==> config.mk <==
export PLATFORM = sky130hd
export DESIGN_NAME = rect_fetch
export DESIGN_NICKNAME = d
export VERILOG_FILES = /design/src/rtl/rect_fetch.sv
export SDC_FILE = /design/constraint.sdc
export NUM_CORES = 1
export LEC_CHECK = 0
export CAP_MARGIN = 20
export CORE_AREA = 2 2 94 105
export CTS_CLUSTER_DIAMETER = 120
export DETAILED_ROUTE_END_ITERATION = 16
export DIE_AREA = 0 0 96 107
export GPL_TIMING_DRIVEN = 1
export PLACE_DENSITY = 0.77
export RECOVER_POWER = 25
export SLEW_MARGIN = 25
export SYNTH_ARGS = -nofsm -noshare
export SYNTH_HDL_FRONTEND = slang
export SYNTH_SLANG_ARGS = --single-unit
==> constraint.sdc <==
create_clock -name clk -period 7.5 [get_ports clk]
set_input_delay 0.75 -clock clk [delete_from_list [all_inputs] [get_ports clk]]
set_output_delay 0.75 -clock clk [all_outputs]
set_load 0.05 [all_outputs]
==> src/rtl/rect_fetch.sv <==
// Read initiator for a valid/ready BRAM port: turns one (base, len) command into
// len sequential address beats and streams the returned words out in order.
module rect_fetch #(
    parameter int unsigned W_DATA  = 5,
    parameter int unsigned W_ADDR  = 14,
    parameter int unsigned W_LEN   = 8,
    parameter int unsigned MAX_OUT = 4
) (
    input  logic              clk,
    input  logic              rst,
    input  logic              cmd_valid,
    output logic              cmd_ready,
    input  logic [W_ADDR-1:0] cmd_base,
    input  logic [W_LEN-1:0]  cmd_len,
    output logic              addr1_valid,
    input  logic              addr1_ready,
    output logic [W_ADDR-1:0] addr1_data,
    input  logic              data1_valid,
    output logic              data1_ready,
    input  logic [W_DATA-1:0] data1,
    output logic              out_valid,
    input  logic              out_ready,
    output logic [W_DATA-1:0] out_data,
    output logic              out_last,
    output logic              done,
    output logic              busy
);
    localparam int unsigned PW = $clog2(MAX_OUT);
    localparam int unsigned CW = PW + 1;

    typedef enum logic [1:0] {S_IDLE, S_ISSUE, S_DRAIN, S_DONE} state_t;

    state_t              state, state_n;
    logic [W_ADDR-1:0]   base_q, base_n;
    logic [W_LEN-1:0]    len_q, len_n;
    logic [W_LEN-1:0]    issue_cnt, issue_n;
    logic [W_LEN-1:0]    out_cnt, out_cnt_n;
    logic [CW-1:0]       credit, credit_n;
    logic                addr_valid_n;
    logic [W_ADDR-1:0]   addr_data_n;
    logic [CW-1:0]       wr_ptr, rd_ptr;
    logic [W_DATA-1:0]   mem [MAX_OUT];
    logic                fifo_full, fifo_empty, push, pop, issue_hs;

    // Return FIFO status, one extra pointer bit distinguishes full from empty
    assign fifo_empty  = (wr_ptr == rd_ptr);
    assign fifo_full   = (wr_ptr[PW] != rd_ptr[PW]) && (wr_ptr[PW-1:0] == rd_ptr[PW-1:0]);
    assign data1_ready = !fifo_full;
    assign out_valid   = !fifo_empty;
    assign out_data    = mem[rd_ptr[PW-1:0]];
    assign out_last    = out_valid && (out_cnt == W_LEN'(len_q - W_LEN'(1)));

    assign push     = data1_valid && data1_ready;
    assign pop      = out_valid && out_ready;
    assign issue_hs = addr1_valid && addr1_ready;

    // Next-state, counters and the registered address beat
    always_comb begin
        state_n      = state;
        base_n       = base_q;
        len_n        = len_q;
        issue_n      = issue_cnt;
        out_cnt_n    = pop ? W_LEN'(out_cnt + W_LEN'(1)) : out_cnt;
        credit_n     = CW'(credit + CW'(issue_hs) - CW'(pop));
        addr_valid_n = addr1_valid;
        addr_data_n  = addr1_data;
        case (state)
            S_IDLE: begin
                if (cmd_valid) begin
                    base_n    = cmd_base;
                    len_n     = cmd_len;
                    issue_n   = '0;
                    out_cnt_n = '0;
                    if (cmd_len == '0) begin
                        state_n = S_DONE;
                    end else begin
                        state_n      = S_ISSUE;
                        addr_valid_n = 1'b1;
                        addr_data_n  = cmd_base;
                    end
                end
            end
            S_ISSUE: begin
                if (issue_hs) issue_n = W_LEN'(issue_cnt + W_LEN'(1));
                if (issue_hs && (issue_n == len_q)) begin
                    state_n      = S_DRAIN;
                    addr_valid_n = 1'b0;
                end else if (issue_hs || !addr1_valid) begin
                    // A pending beat is never withdrawn; a new one needs a free credit
                    addr_valid_n = (issue_n < len_q) && (credit_n < CW'(MAX_OUT));
                    addr_data_n  = W_ADDR'(base_q + W_ADDR'(issue_n));
                end
            end
            S_DRAIN: begin
                if (pop && out_last) state_n = S_DONE;
            end
            S_DONE: begin
                state_n = S_IDLE;
            end
            default: state_n = S_IDLE;
        endcase
    end

    always_ff @(posedge clk or negedge rst) begin
        if (!rst) begin
            state       <= S_IDLE;
            base_q      <= '0;
            len_q       <= '0;
            issue_cnt   <= '0;
            out_cnt     <= '0;
            credit      <= '0;
            wr_ptr      <= '0;
            rd_ptr      <= '0;
            addr1_valid <= 1'b0;
            addr1_data  <= '0;
            cmd_ready   <= 1'b1;
            busy        <= 1'b0;
            done        <= 1'b0;
            for (int i = 0; i < int'(MAX_OUT); i++) mem[i] <= '0;
        end else begin
            state       <= state_n;
            base_q      <= base_n;
            len_q       <= len_n;
            issue_cnt   <= issue_n;
            out_cnt     <= out_cnt_n;
            credit      <= credit_n;
            addr1_valid <= addr_valid_n;
            addr1_data  <= addr_data_n;
            cmd_ready   <= (state_n == S_IDLE);
            busy        <= (state_n != S_IDLE);
            done        <= (state_n == S_DONE);
            if (push) begin
                mem[wr_ptr[PW-1:0]] <= data1;
                wr_ptr              <= CW'(wr_ptr + CW'(1));
            end
            if (pop) rd_ptr <= CW'(rd_ptr + CW'(1));
        end
    end
endmodule

* Word-level counts from Yosys, hierarchy flattened *
Cells that the tools add are included.

word-level totals
  flip-flop bits (word level) = 87

operators by class
  reduce and logical (&&, ||, !) cells = 22
  bitwise logic cells = 2
  equal/unequal tests = 14
  muxes and demuxes = 28
  magnitude comparators = 5
  add/sub/neg operators = 8

operators with widths
  operator             count
  $mux 14              4
  $mux 8               6
  $pmux 14 s2          1
  $bwmux 20            1
  $add 8x1->8 const B  2
  $eq 8x8->1           2
  $pmux 8 s2           1
  $mux 5               3
  $add 14x8->14        1
  $bmux 5 s2           1
  $demux 5 s2          1
  $logic_and 1x1->1    9
  $logic_not 8->1      1
  $lt 8x8->1           1
  $mux 2               4
  $ne 2x2->1 const B   4
  $pmux 2 s4           1
  $sub 8x1->8 const B  1
  $add 3x1->3 const B  2
  $eq 2x2->1 const B   3
  $ge 3x3->1 const B   2
  $not 2->3            2
  $reduce_and 5->1     1
  $logic_not 2->1      2
  other kinds (16)     23

* Depth between registers and ports, before layout *
Gate-level depths: netlist (run 1).

  depth in word-level cells = 9
  mapped depth = 14

* Worst setup path before layout (run 1) *
No wires, ideal clock.

  kind = register -> register
  from = register addr1_valid
  to = register addr1_data[2]
  stages on the path, launching flop included = 13
  arrival time = 2.907 ns
  slack = 4.468 ns
  buffers on the path = 0
  required time = 7.375 ns
  cell sequence = dfrtp_1 > and2_2 > inv_1 > nor2_1 > and3_1 > nand3_1 > xnor2_1 > ha_1 > nand4_1 > or3_1 > nand3_2 > a21oi_4 > mux2_4

on the way
  cells in the longest elaborated chain, start to end = 7
  elaborated cells on any way between the ends = 14

ends and longest elaborated chain
  element                                                 line    source
  from (decl)                                             15      output logic addr1_valid,
  from (signal assigned)                                  127     addr1_valid <= addr_valid_n;
  $logic_and 1x1->1                                       55      assign issue_hs = addr1_valid && addr1_ready;
  $mux 8                                                  84      if (issue_hs) issue_n = W_LEN'(issue_cnt + W_LEN'(1));
  $mux 8                                                  67      case (state)
  $add 14x8->14 / $eq 8x8->1 (equally long branches)      91, 85
  $mux 14 / $logic_and 1x1->1 (equally long branches)     88, 85
  $mux 14 / $ne 2x2->1 (equally long branches)            n/a
  $pmux 14 s2 / $reduce_and 5->1 (equally long branches)  n/a
  to (signal assigned)                                    128     addr1_data <= addr_data_n;
  to (decl)                                               17      output logic [W_ADDR-1:0] addr1_data,

Parallel ways exist; a longest one is shown, timed or not. The select of a mux whose other input is x is not followed.
A chain may end at the register's enable or synchronous reset.

==> run_results.csv, run 1 <==
group,metric,value,unit
outcome,status,"finished with violations",
outcome,violations,"max-capacitance violations, max-slew violations",
logic_synthesis,syn-num-nets,527,
timing,setup_violations,0,
timing,clock_skew,0.0153,ns
clock_tree,cts_tree,"done",
setup_path,crit_path_cell_trace,"clkbuf_1 -> clkbuf_1",
logic_synthesis,synthTopCellsByArea,"dfrtp_1 44%, mux2_2 7.6%, ha_1 6.6%",
placement,gp_congestion,0.887,
timing,timing.slew.headroom,-0.952,
routing,drcViolationCount,0,
setup_path,crit_buf_inv,2,
setup_path,cp_top_family,"buffers and inverters",
min_path,hold_class,"reg -> reg",
clock_tree,htree_levels,3,
setup_path,slowest_delay,2.16,ns
routing,antenna_left,0,
logic_synthesis,ys_seq_area_frac,0.444,
clock_tree,ctsRootBufferMaster,"clkbuf_8",
routing,avgViaCountPerCell,5.70,
logic_synthesis,synth_area_per_cell,10.5,sq um
logic_synthesis,ys.flop_type,"dfrtp_1",
placement,place_hpwl,7730,microns
floorplanning,core_area,9210,sq um
logic_synthesis,yosysTopAreaCell,"dfrtp_1",
logic_synthesis,synth_top_cell_area_share,0.439,
logic_synthesis,postSynth.asyncResetShare,1.00,
power_and_ir_drop,cellPowerDensity,465,nW/um^2
grt,grt_max_degree,57,
finish,num-nets-final,583,
setup_path,crit_type,"in -> async",
min_path,hold_path.startpoint,"credit[0]",
logic_synthesis,synth_edf_count,0,
clock_tree,clock_sinks,87,
routing,firstDrtPassIters,4,
timing,rsz0062_at_grt,"false",
timing,tns,0,ns
routing,vias,3668,
timing,slew_viol_final,90,
finish,drive_gt1_frac,0.144,
grt,track_usage,0.222,
floorplanning,die_area,10300,sq um
power_and_ir_drop,leakage,2.46,nW
setup_path,crit_start,"rst",
timing,fin_crit_sh,0.582,
timing,clock.fmax,229,MHz
timing,period_needed,4.36,ns
routing,post_drt_wl_per_cell,16.5,microns
timing,finalHoldViolCount,0,
logic_synthesis,ys_warn_count,0,
finish,antennaDiodeCount,0,
floorplanning,start_util,0.532,
floorplanning,die_w,96,microns
setup_path,worstSetupEndpointType,"asynchronous set/reset pin",
routing,wirelength,10600,microns
clock_tree,cts_resized,0,
setup_path,startpoint_type,"primary input",
grt,grt_first_pass_wirelength,17700,microns
floorplanning,die_y,107,microns
clock_tree,cts_setup_buffers,0,
setup_path,reg2reg_from,"addr1_valid",
setup_path,slowest_stage,"clkbuf_1",
flow_run,maxCapViolCount,2,
clock_tree,clockBufferDepth,2,
grt,grt_remaining_overflow,0,
logic_synthesis,ys_seq_elements,87,
logic_synthesis,yosysUniqueCellTypes,63,
setup_path,cpMostUsedCell,"clkbuf_1",
clock_tree,clkTransAtPathRegs,0.09,ns
timing,tightest_slew,2.93,ns
placement,io_buffers,58,
setup_path,path_max_fanout,56,
setup_path,cp.required,7.33,ns
setup_path,worstPathArrival,4.19,ns
clock_tree,postCtsHoldBufs,0,
power_and_ir_drop,total_power,2.67,mW
grt,grt_antenna_before_repair,0,
logic_synthesis,synth_area,4900,sq um
clock_tree,cts_buffers,9,
clock_tree,worst_skew_pair.late_latency,0.36,ns
power_and_ir_drop,vdd_drop_max,0.314,mV
finish,area_delta_synth_final,17.3,%
floorplanning,placementRows,37,
floorplanning,ios,59,
logic_synthesis,syn-instance-count,466,
grt,grt_pass1_vias,3794,
routing,drt_iter0_drc,166,
registers in the layout, summed over array words and instances (netlist names):
register,cells
len_q,8
issue_cnt,8
rd_ptr,3
credit,3
done,1
busy,1
state,2
base_q,14
out_cnt,8
wr_ptr,3
mem,20
cmd_ready,1
addr1_valid,1
addr1_data,14
report_power, final:
part           switching [mW]  internal (mW)
Combinational           0.834          0.625
Clock                   0.180          0.158
Sequential              0.191          0.682
Total                    1.21           1.46
worst paths after layout:
kind                                  to  slack (ns)  depth (start not counted)
setup / recovery                state[0]        3.14                          2
hold / removal                 credit[0]        0.49                          1
setup reg to reg           addr1_data[2]        4.24                         12
hold reg to reg                credit[0]        0.49                          1
max in group clk                out_last        3.76                          7
min in group asynchronous     out_cnt[4]        0.85                          1
kinds of logic after synthesis:
family                   share of synthesized area
AND/OR/NAND/NOR                              0.151
AO/OA/AOI/OAI                                0.125
flip-flops                                   0.444
multiplexers                                 0.102
XOR/XNOR                                    0.0661
buffers and inverters                       0.0373
adder cells (fa/ha/maj)                     0.0745
cells in the mapped netlist (all sizes together), types with 6 or more instances:
library cell  instances
dfrtp                86
nand2                48
mux2                 34
nor2                 34
o21ai                32
ha                   26
xnor2                24
a21oi                22
inv                  20
nand3                16
xor2                 13
buf                  12
a31oi                10
nand4                 8
nand2b                6
nor3                  6
stage by stage:
stage	instances	utilization	hold slack, ns	cell area, sq um	setup WS, ns
final	644	0.624	0.492	5750	3.14
after global routing	644	0.624	0.510	5750	2.21
after floorplan	466	-	0.454	4900	4.47
after CTS	644	0.625	0.333	5760	3.76
after global placement	628	0.603	0.464	5550	3.59
after detailed placement	628	0.603	0.475	5550	3.50
cells in the final DEF (no fill, tap or decap), types with 5 or more instances in the layout:
| cell | count |
|---|---|
| nand3_1 | 15 |
| a21oi_1 | 21 |
| nand4_1 | 8 |
| xnor2_1 | 24 |
| o31ai_1 | 5 |
| nor3_1 | 5 |
| ha_1 | 26 |
| dfrtp_1 | 86 |
| nand2_1 | 44 |
| xor2_1 | 13 |
| a31oi_1 | 10 |
| inv_1 | 19 |
| mux4_2 | 5 |
| nor2_1 | 33 |
| mux2_2 | 33 |
| nand2b_1 | 6 |
| clkdlybuf4s50_1 | 56 |
| clkbuf_8 | 9 |
| o21ai_0 | 28 |
area by class of cell:
cell class	instances	area (sq um)
clock buffer	9	124
clock inverter	7	80.1
fill	752	3470
inverter	20	75.1
multi-input combinational	342	2540
sequential	87	2180
tap	117	146
timing repair buffer	62	601
metal layers:
layer | global-route usage | part of all wire
met4 | 0.0755 | 0.017
met1 | 0.289 | 0.44
met2 | 0.373 | 0.51
met5 | 0 | 0
met3 | 0.0372 | 0.039
No activity file was read; power rests on OpenSTA's default activity.
==> run 2: changes to the inputs <==
- CORE_AREA: 2 2 94 105 -> 2 2 97 108
- DIE_AREA: 0 0 96 107 -> 0 0 99 110
- PLACE_DENSITY: 0.77 -> 0.76
- clock period: 7.5 -> 3.6 ns (I/O delays scaled with it)
==> run_results.csv, run 2 (same netlist as run 1, synthesis figures left out) <==
group,metric,value,unit
grt,grt_remaining_overflow,0,
floorplanning,start_util,0.503,
outcome,violations,"max-capacitance violations, max-slew violations",
power_and_ir_drop,p_sw,2.53,mW
routing,wl_met1,4730,microns
finish,final_common_cell,"dfrtp_1",
setup_path,worstPathArrival,3.00,ns
outcome,status,"finished with violations",
clock_tree,cts_tree,"done",
setup_path,path_max_fanout,5,
setup_path,crit-reg2reg-capture,"addr1_data[8]",
floorplanning,die_y,110,microns
power_and_ir_drop,leakage,2.48,nW
placement,placed_cells,636,
timing,whs,0.430,ns
floorplanning,die_w,99,microns
clock_tree,clock_sinks,87,
timing,finalHoldViolCount,0,
clock_tree,htree_levels,3,
floorplanning,placementRows,38,
setup_path,worstSetupEndpointType,"output pin",
finish,final_util,0.593,
clock_tree,clockBufferDepth,2,
clock_tree,cts_setup_buffers,0,
timing,fin_crit_sh,0.935,
power_and_ir_drop,cellPowerDensity,957,nW/um^2
routing,post_drt_wl_per_cell,16.4,microns
setup_path,reg2reg_from,"addr1_valid",
routing,wirelength,10700,microns
setup_path,slowest_stage,"clkdlybuf4s50_1",
grt,grt_pass1_vias,3828,
routing,drcViolationCount,0,
timing,timing.slew.headroom,-0.154,
setup_path,crit_type,"reg -> out",
power_and_ir_drop,combinationalPowerShare,0.557,
power_and_ir_drop,clock_power_share,0.118,
setup_path,cp.required,3.24,ns
min_path,hold_class,"in -> async",
floorplanning,die_area,10900,sq um
finish,area_delta_synth_final,18.0,%
power_and_ir_drop,total_power,5.54,mW
clock_tree,cts_resized,0,
setup_path,crit_path_cell_trace,"inv_1 -> ha_1 -> nand2b_1 -> a311o_1 -> a211oi_2 -> and2b_1 -> clkdlybuf4s50_1",
routing,drt_iter0_drc,245,
timing,setup_violations,0,
timing,rsz0062_at_grt,"false",
timing,slew_viol_final,71,
finish,final_cell_mix,"86 x dfrtp_1, 57 x clkdlybuf4s50_1, 43 x nand2_1",
clock_tree,ctsRootBufferMaster,"clkbuf_8",
placement,place_hpwl,7760,microns
finish,largest_register,"mem",
grt,grt_antenna_before_repair,0,
power_and_ir_drop,intPower,3.01,mW
grt,grt_first_pass_wirelength,18200,microns
placement,io_buffers,58,
finish,largest_register_ffs,20,
routing,vias,3676,
power_and_ir_drop,seqPwrFrac,0.325,
clock_tree,cts_buffers,9,
routing,dr_wl_met2,5310,microns
routing,top_layer,"met4",
grt,grt_max_degree,71,
finish,drive_gt1_frac,0.156,
setup_path,r2r_setup_slack,0.34,ns
routing,antenna_left,0,
finish,antennaDiodeCount,0,
power_and_ir_drop,vdd_drop_max,0.633,mV
setup_path,slowest_delay,0.80,ns
finish,num-nets-final,588,
timing,tightest_slew,1.73,ns
finish,final_cells,652,
clock_tree,worst_skew_pair.late_latency,0.38,ns
clock_tree,postCtsHoldBufs,0,
grt,track_usage,0.210,
placement,gp_congestion,0.820,
setup_path,r2r_cells,14,
timing,tns,0,ns
timing,period_needed,3.36,ns
timing,clock.fmax,297,MHz
clock_tree,clkTransAtPathRegs,0.09,ns
routing,wl_met3,467,microns
power_and_ir_drop,switching_share,0.456,
routing,firstDrtPassIters,4,
floorplanning,core_area,9750,sq um
finish,reg_top3,"mem (20), addr1_data (14), base_q (14)",
floorplanning,ios,59,
routing,avgViaCountPerCell,5.64,
timing,clock_skew,0.00577,ns
flow_run,maxCapViolCount,1,
setup_path,startpoint_type,"flop",
[run 2: layout make-up]
| type | count | area, sq um |
|---|---|---|
| flip-flops and latches | 87 | 2180 |
| multi-input cells | 342 | 2540 |
| clock inverters | 6 | 52.6 |
| fillers | 786 | 3960 |
| clock buffers | 10 | 128 |
| well taps | 120 | 150 |
| inverters | 20 | 75.1 |
| repair buffers | 67 | 656 |
[run 2: power groups by stage]
stage	sequential (mW)	clock (mW)	combinational, mW
floorplan	2.01	0	2.08
global placement	1.78	0	3.00
detailed placement	1.81	0	3.09
CTS	1.80	0.668	3.10
global route	1.86	0.716	3.37
finish	1.80	0.652	3.08
[run 2: worst max-delay path, delay by kind of cell, from the launching register on]
family | cells | cell delay (ns)
compound gates | 2 | 0.59
fa+ha+maj | 1 | 0.26
buf+inv | 2 | 0.89
flops | 1 | 0.52
simple gates | 2 | 0.36
[run 2: routing by layer]
layer,GRT usage,up-vias
met4,0.0783,0
met2,0.359,90
li1,-,1782
met5,0,-
met1,0.267,1789
met3,0.0422,15
[run 2: worst max-delay path by stage]
stage	cells past startpoint	endpoint	from	slack [ns]
after floorplan	12	addr1_data[2]	addr1_valid	0.57
after global placement	15	addr1_data[7]	addr1_ready	0.23
after detailed placement	15	addr1_data[8]	addr1_ready	-0.05
after CTS	7	out_last	len_q[0]	0.25
after global routing	14	addr1_data[8]	addr1_valid	0.06
final	7	out_last	len_q[0]	0.24
[run 2: metrics by stage]
stage	cell area (sq um)	setup slack, ns
final	5780	0.235
after global routing	5780	0.0627
after CTS	5790	0.247
after detailed placement	5610	-0.0526
after global placement	5610	0.228
after floorplan	4900	0.568
